[config.mk]
export PLATFORM = sky130hd
export DESIGN_NAME = systolic_feeder
export DESIGN_NICKNAME = d
export VERILOG_FILES = /design/src/rtl/systolic_feeder.sv
export SDC_FILE = /design/constraint.sdc
export NUM_CORES = 2
export LEC_CHECK = 0
export ABC_AREA = 1
export CAP_MARGIN = 20
export CORE_AREA = 3 3 505 507
export DETAILED_ROUTE_END_ITERATION = 10
export DIE_AREA = 0 0 508 510
export GPL_TIMING_DRIVEN = 0
export SETUP_SLACK_MARGIN = 0.2
export SLEW_MARGIN = 25
export SYNTH_ARGS = -nofsm -noshare
export SYNTH_HDL_FRONTEND = slang
export SYNTH_SLANG_ARGS = --single-unit
export TNS_END_PERCENT = 1
[constraint.sdc]
create_clock -name clk_i -period 2.9 [get_ports clk_i]
set_input_delay 0.58 -clock clk_i [delete_from_list [all_inputs] [get_ports clk_i]]
set_output_delay 0.58 -clock clk_i [all_outputs]
set_load 0.05 [all_outputs]
[src/rtl/systolic_feeder.sv]
// Purpose : operand feeder for a DIM x DIM systolic multiply array; latches A and B,
//           clears the array, then streams diagonally skewed rows of A / columns of B.
// Latency : start to done_o is 3*DIM-1 cycles; one run every 3*DIM+1 cycles at most.
// Backpr. : none; start_i is a request honoured only in IDLE, and is dropped (not queued) otherwise.
//
// Ports
//   clk_i      clock, all state changes on the rising edge
//   rst_ni     asynchronous active-low reset
//   start_i    run request, sampled only while idle
//   a_i        matrix A, A[r][k] at bits (r*DIM+k)*DATA_WIDTH
//   b_i        matrix B, B[k][c] at bits (k*DIM+c)*DATA_WIDTH
//   left_o     left-edge operands, row r at r*DATA_WIDTH (to PE(r,0))
//   up_o       top-edge operands, column c at c*DATA_WIDTH (to PE(0,c))
//   pe_rst_no  active-low clear for the PE array
//   busy_o     high while clearing or feeding
//   done_o     one-cycle pulse: array accumulators hold the final product

module systolic_feeder #(
  parameter int DATA_WIDTH = 32,
  parameter int DIM        = 4
) (
  input  logic                            clk_i,
  input  logic                            rst_ni,
  input  logic                            start_i,
  input  logic [DIM*DIM*DATA_WIDTH-1:0]   a_i,
  input  logic [DIM*DIM*DATA_WIDTH-1:0]   b_i,
  output logic [DIM*DATA_WIDTH-1:0]       left_o,
  output logic [DIM*DATA_WIDTH-1:0]       up_o,
  output logic                            pe_rst_no,
  output logic                            busy_o,
  output logic                            done_o
);

  localparam int MAT_W  = DIM * DIM * DATA_WIDTH;
  localparam int EDGE_W = DIM * DATA_WIDTH;
  // Last feed step: the final product pair meets in PE(DIM-1,DIM-1) here.
  localparam int LAST_T = 3 * DIM - 3;
  localparam int CNT_W  = $clog2(3 * DIM - 2);

  typedef enum logic [1:0] {
    IDLE  = 2'd0,
    CLEAR = 2'd1,
    FEED  = 2'd2,
    DONE  = 2'd3
  } state_t;

  state_t             state_q, state_d;
  logic [CNT_W-1:0]   t_q, t_d;
  logic [MAT_W-1:0]   a_q, a_d;
  logic [MAT_W-1:0]   b_q, b_d;

  logic [EDGE_W-1:0]  left_q, left_d;
  logic [EDGE_W-1:0]  up_q, up_d;
  logic               pe_rst_n_q, pe_rst_n_d;
  logic               busy_q, busy_d;
  logic               done_q, done_d;

  // ---------------------------------------------------------------------------
  // Next-state logic
  // ---------------------------------------------------------------------------
  always_comb begin
    state_d = state_q;
    t_d     = t_q;
    a_d     = a_q;
    b_d     = b_q;

    case (state_q)
      IDLE: begin
        // The operands are captured once here; later input changes are
        // invisible to the running job.
        if (start_i) begin
          a_d     = a_i;
          b_d     = b_i;
          state_d = CLEAR;
        end
      end

      CLEAR: begin
        state_d = FEED;
        t_d     = '0;
      end

      FEED: begin
        if (t_q == CNT_W'(LAST_T)) begin
          state_d = DONE;
          t_d     = '0;
        end else begin
          t_d = t_q + 1'b1;
        end
      end

      DONE: begin
        state_d = IDLE;
      end

      default: begin
        state_d = IDLE;
        t_d     = '0;
      end
    endcase
  end

  // ---------------------------------------------------------------------------
  // Output decode
  //
  // Outputs are registered, so they are decoded from the *next* state and
  // step. That way the edge that enters FEED with t=0 already presents the
  // t=0 operands, and the edge that leaves FEED already zeroes the edges.
  // The operand registers are read directly: they were loaded on the edge
  // that entered CLEAR, so they are stable whenever FEED is the next state.
  // ---------------------------------------------------------------------------
  always_comb begin
    left_d     = '0;
    up_d       = '0;
    pe_rst_n_d = 1'b1;
    busy_d     = 1'b0;
    done_d     = 1'b0;

    case (state_d)
      CLEAR: begin
        pe_rst_n_d = 1'b0;
        busy_d     = 1'b1;
      end

      FEED: begin
        busy_d = 1'b1;
        // Row r of the left edge carries A[r][k] at step t = r + k; the r-cycle
        // delay lines up with the column skew inside the array.
        for (int r = 0; r < DIM; r++) begin
          for (int k = 0; k < DIM; k++) begin
            if (int'(t_d) == r + k) begin
              left_d[r*DATA_WIDTH +: DATA_WIDTH] = a_q[(r*DIM + k)*DATA_WIDTH +: DATA_WIDTH];
            end
          end
        end
        // Column c of the top edge carries B[k][c] at step t = k + c.
        for (int c = 0; c < DIM; c++) begin
          for (int k = 0; k < DIM; k++) begin
            if (int'(t_d) == k + c) begin
              up_d[c*DATA_WIDTH +: DATA_WIDTH] = b_q[(k*DIM + c)*DATA_WIDTH +: DATA_WIDTH];
            end
          end
        end
      end

      DONE: begin
        done_d = 1'b1;
      end

      default: begin
        // IDLE: edges quiet so the array holds its results.
      end
    endcase
  end

  // ---------------------------------------------------------------------------
  // State and output registers
  //
  // pe_rst_no resets low so the array is held cleared for as long as this
  // block is in reset, including a mid-run abort.
  // ---------------------------------------------------------------------------
  always_ff @(posedge clk_i or negedge rst_ni) begin
    if (!rst_ni) begin
      state_q    <= IDLE;
      t_q        <= '0;
      a_q        <= '0;
      b_q        <= '0;
      left_q     <= '0;
      up_q       <= '0;
      pe_rst_n_q <= 1'b0;
      busy_q     <= 1'b0;
      done_q     <= 1'b0;
    end else begin
      state_q    <= state_d;
      t_q        <= t_d;
      a_q        <= a_d;
      b_q        <= b_d;
      left_q     <= left_d;
      up_q       <= up_d;
      pe_rst_n_q <= pe_rst_n_d;
      busy_q     <= busy_d;
      done_q     <= done_d;
    end
  end

  assign left_o    = left_q;
  assign up_o      = up_q;
  assign pe_rst_no = pe_rst_n_q;
  assign busy_o    = busy_q;
  assign done_o    = done_q;

endmodule

After elaboration in Yosys (flattened, before gate mapping)
Index checks and enable logic that the tools add are counted.
{ "classes": {"add_sub_neg": 1, "n_eq_ne": 13, "muxes": 42, "n_reduce_logical": 4} }
{ "ops": {"columns": ["operator", "n"], "rows": [
  ["2-to-1 mux 32 bit", 32],
  ["2-to-1 mux 128 bit", 2],
  ["equality test 4 bit, second input constant", 4],
  ["equality test 2 bit, second input constant", 4],
  ["equality test 4 x 3 -> 1 bit, second input constant", 2],
  ["case mux 2 bit (4 select lines)", 1],
  ["case mux 4 bit (2 select lines)", 1],
  ["adder 4 x 1 -> 4 bit, second input constant", 1],
  ["equality test 2 x 1 -> 1 bit, second input constant", 2],
  ["equality test 4 x 2 -> 1 bit, second input constant", 1],
  ["logical NOT 4 bit", 1],
  ["2-to-1 mux 2 bit", 2],
  ["2-to-1 mux 4 bit", 1],
  ["2-to-1 mux 1 bit", 3],
  ["logical NOT 2 bit", 1],
  ["AND reduction 2 bit", 1],
  ["OR reduction 2 bit", 1]
]} }
{ "totals": {"ff_bits": 1289, "out_inout_bits": 259, "wordCells": 69} }

Logic depth before layout (Yosys ltp)
{ "logic_depth": {"word_depth": 9, "mapped_depth": 18, "ltp_nobuf": 15} }

Worst setup path after synthesis
OpenSTA, ideal clock, no wires.
{ "synth_path": {"kind": "register to register", "startpoint": "register state_q[0]", "endpoint": "register up_q[36] (netlist: up_o[36])", "setup_time_ns": 0.113, "arrival_time_ns": 2.031, "setup_slack_ns": 0.757, "stages_incl_launch_ff": 18, "n_path_buf": 3, "synth_period_minus_slack_ns": 2.143, "cell_sequence": "dfrtp_1 inv_1 ha_1 buf_4 nand2_1 inv_2 nand2_1 inv_2 nand2_2 nand2_4 nor2_4 nand2_1 buf_4 clkbuf_1 nor2_1 nor2_1 nand2_1 inv_1"} }
{ "synth_via": {"elab_cells_between_ends": 18, "cone_classes": "8 x eq/ne; 9 x mux; 1 x reduce/logical"} }
{ "synth_lines": {"columns": ["element", "line_no", "text"], "rows": [
  ["start: declaration", "47", "state_t state_q, state_d;"],
  ["start signal: assignment", "174", "state_q <= state_d;"],
  ["equality test 2 bit, or another cell as far along", "67", "case (state_q)"],
  ["case mux 2 bit (4 select lines) (*)", "67", null],
  ["net state_d[1]", "47", null],
  ["equality test 2 bit (*)", "119", "case (state_d)"],
  ["2-to-1 mux 128 bit (*)", "119", null],
  ["net up_d[36]", "53", "logic [EDGE_W-1:0] up_q, up_d;"],
  ["end signal: assignment", "179", "up_q <= up_d;"],
  ["end: declaration", "53", null]
]} }
The timed path passes the listed nets; every way through them passes the cells marked *.
A chain may end at the register's enable or synchronous reset.

Worst setup path after layout
{ "layout_path": {"startpoint": "register state_q[0]", "endpoint": "register left_q[9] (netlist: left_o[9])"} }
{ "layout_via": {"elab_chain_len": 8, "elab_cells_between_ends": 18, "cone_classes": "7 x eq/ne; 9 x mux; 2 x reduce/logical"} }
{ "layout_rtl": {"columns": ["element", "line_no", "text"], "rows": [
  ["equality test 2 bit or equality test 2 x 1 -> 1 bit (tied branches)", "67", null],
  ["case mux 4 bit (2 select lines) (*)", "67", null],
  ["net t_d[1]", "48", "logic [CNT_W-1:0] t_q, t_d;"],
  ["logical NOT 4 bit", "131", "if (int'(t_d) == r + k) begin"],
  ["2-to-1 mux 32 bit (3 in series)", "131", null],
  ["2-to-1 mux 32 bit (*)", "131", null],
  ["2-to-1 mux 128 bit (*)", "119", null],
  ["net left_d[9]", "52", "logic [EDGE_W-1:0] left_q, left_d;"],
  ["end signal: assignment", "178", "left_q <= left_d;"],
  ["end: declaration", "52", null]
]} }
Marks and branches as above.

==> results.toml <==
[grt]
grt_use_met1 = 0.2522
globalRoute.totalOverflow = 0
grt_antenna_before_repair = 120
grt_pass1_vias = 45926
grtUsageTotal = 0.2113
grt_pass1_wl_um = 378600
grt_use_met2 = 0.3589
grt_max_degree = 133
grtUsageMet3 = 0.06123
top_usage_layer = "met2"

[clock_tree]
cts_root_buf = "clkbuf_16"
clk_latency_ns = 0.81
clock-sinks = 1289
clk_pin_slew_worst_paths_ns = 0.06
cts_tree = "built"
cts_inserted_buffers = 153
h-tree-depth = 4
cts.path.max_buffers = 3

[cells_and_area]
fin_area_sq_um = 80480
drive_above_1_share = 0.2757
nNetsFinal = 7482
syn_to_final_growth_pct = 47.36
regArea_sq_um = 32260
utilization = 0.3207
fillers = 25401
layout.cells.non_filler = 9975
multi_input_area_sq_um = 21620

[place]
dpl.hpwl_um = 226600
dp.cells = 9617
numPortBuffers = 1285
placed_cell_area_sq_um = 72270
gp_congestion = 0.9239

[die]
core_area_sq_um = 250900
io_pins = 1286
rows = 184
start_util = 0.2176
die_h_um = 510
die_w_um = 508
fp.dieArea_sq_um = 259100

[logic_synthesis]
ys_types = 25
async_reset_ff_frac = 1.000
yosysMostFrequentCell = "dfrtp_1"
ys_seq_area_frac = 0.5906
synth_area_leader_cell = "dfrtp_1"
synth_common_cells = "dfrtp_1, mux2_2, nand2_1"
synth_edf_count = 0
yosys.area.top_type_share = 0.5906
synth_area_sq_um = 54610
yosysWarnings = 0
synth_area_leaders = "dfrtp_1, mux2_2, nand2_1, nand3_1, nor2_1"
ys_ff_latch = 1289
syn_nets = 5998
postSynthCellCount = 4963
synth-main-ff-cell = "dfrtp_1"
syn_area_per_cell_sq_um = 11.00

[worst_hold_path]
hold_class = "in2async"

[critical_path]
critPathLaunchType = "flip-flop"
arrival_ns = 3.40
endpoint_kind = "flip-flop"
worstRegToRegCells = 14
r2r_end = "left_o[9]"
reg2reg_from = "state_q[0]"
criticalPathCategory = "reg2reg"
crit_fanout = 10
worstPathRequired_ns = 3.58
reg2reg_slack_ns = 0.18

[power_and_ir_drop]
seqPwrFrac = 0.321
p_comb_frac = 0.472
power.switching_uw = 40420
swShare = 0.4205
peakVddDrop_mv = 0.5179
p_per_area_nw_per_um2 = 1194
p_leak_uw = 0.03679
intPower_uw = 55700
p_clk_frac = 0.206

[routing]
drc = 0
finalWirelength_um = 282400
drt_iter0_markers = 3354
vias = 44341
first_pass_iters = 7
drtAntennaViolNets = 0
via_per_inst = 4.445
wire_per_inst_um = 28.31

[timing]
hold_violations = 76
relSlewSlack = 0.3965
worstMarginPinSlew_ns = 0.9053
rsz0062_at_grt = "yes"
setup-violations-final = 0
period_share = 0.9382
clock-skew-final_ns = 0.03865
report.final.slew_viol_count = 0
fin_crit_ns = 2.721
hold_ws_ns = -0.1706
fmax_mhz = 367.5

[status]
status = "finished with violations"
violations = "hold timing"

[job]
maxCapViolCount = 0
==> critical path, cell delays in order (launching register included) <==
cell	delay, ns
dfrtp_1	0.38
inv_2	0.07
buf_4	0.14
ha_1	0.25
nand3_1	0.12
nor2_2	0.07
nor2_4	0.21
inv_4	0.07
nor2_4	0.20
buf_12	0.22
buf_4	0.24
nand3_1	0.10
nand2_1	0.18
nor2_1	0.08
nor2_2	0.27
==> area by class of cell <==
cell class,instances,area share
timing repair buffer,1329,0.1721
sequential,1289,0.4008
buffer,336,0.03352
multi-input combinational,3188,0.2687
clock buffer,216,0.05350
clock inverter,57,0.009950
tap,3348,0.05205
antenna,62,0.001928
inverter,150,0.007463
==> power by group through the flow <==
stage / registers, uW / clock network [uW] / logic, uW
2_1_floorplan: 32400 / 0 / 21100
3_3_place_gp: 31100 / 0 / 39800
3_5_place_dp: 31000 / 0 / 41200
4_1_cts: 30700 / 20400 / 43800
5_1_grt: 31700 / 21100 / 48800
6_report: 30900 / 19800 / 45400
==> worst max path at each step <==
stage,start,to
6_report,state_q[0],left_o[9]
5_1_grt,state_q[0],left_o[101]
4_1_cts,t_q[0],left_o[60]
3_5_place_dp,state_q[0],left_o[15]
3_3_place_gp,rst_ni,a_q[377]
2_1_floorplan,state_q[0],up_o[36]
==> sequential cells by signal, indices dropped and copies added (netlist names) <==
register	count
up_o	128
done_o	1
b_q	512
t_q	4
state_q	2
left_o	128
a_q	512
pe_rst_no	1
busy_o	1
==> metal layers <==
| metal | vias up | part of all wire |
|---|---|---|
| li1 | 19542 | - |
| met5 | - | 0.0015 |
| met2 | 1880 | 0.49 |
| met4 | 72 | 0.040 |
| met1 | 22380 | 0.39 |
| met3 | 467 | 0.081 |
==> cell usage in the layout (no fill, tap or decap), types with 53 or more instances in the layout <==
cell	count
mux2_2	959
clkbuf_2	65
nand3_1	479
dlygate4sd2_1	53
nor2_1	483
clkbuf_16	155
dfrtp_1	1288
clkbuf_1	97
nor2_2	75
o21ai_0	117
o21ai_1	72
inv_1	122
clkdlybuf4s50_1	1190
nand2_2	84
a21oi_1	65
diode_2	62
nand2_1	733
==> cell families (layout without fill, tap and decap cells) <==
| family | count (synthesis) | count (layout) | synth area share |
|---|---|---|---|
| buf+inv | 486 | 2088 | 0.03778 |
| simple gates | 1963 | 1963 | 0.1483 |
| flops | 1289 | 1289 | 0.5906 |
| compound gates | 258 | 258 | 0.02369 |
| other cells | 0 | 62 | 0 |
| fa+ha+maj | 8 | 8 | 0.001833 |
| mux | 959 | 959 | 0.1977 |
==> through the flow <==
step                total power, uW  hold slack [ns]  setup WS, ns  TNS (ns)
global route                 101600          -0.1547       0.04302         0
CTS                           94970          -0.1807       0.03865         0
floorplan                     53450           0.2844        0.7567         0
global placement              70970           0.4822        -60.08         -
detailed placement            72180           0.4875        -1.452   -806.48
finish                        96120          -0.1706        0.1792         0
==> repair_timing <==
item | 4_1_cts | 5_1_grt
endpoints found under the hold margin | 74 | 173
setup endpoints to repair | 1273 | 487
pin swaps | 26 | 95
hold buffers | 7 | 1
setup buffers | 16 | 0
resized for setup | 511 | 464
Power figures use the tool's default switching activity.
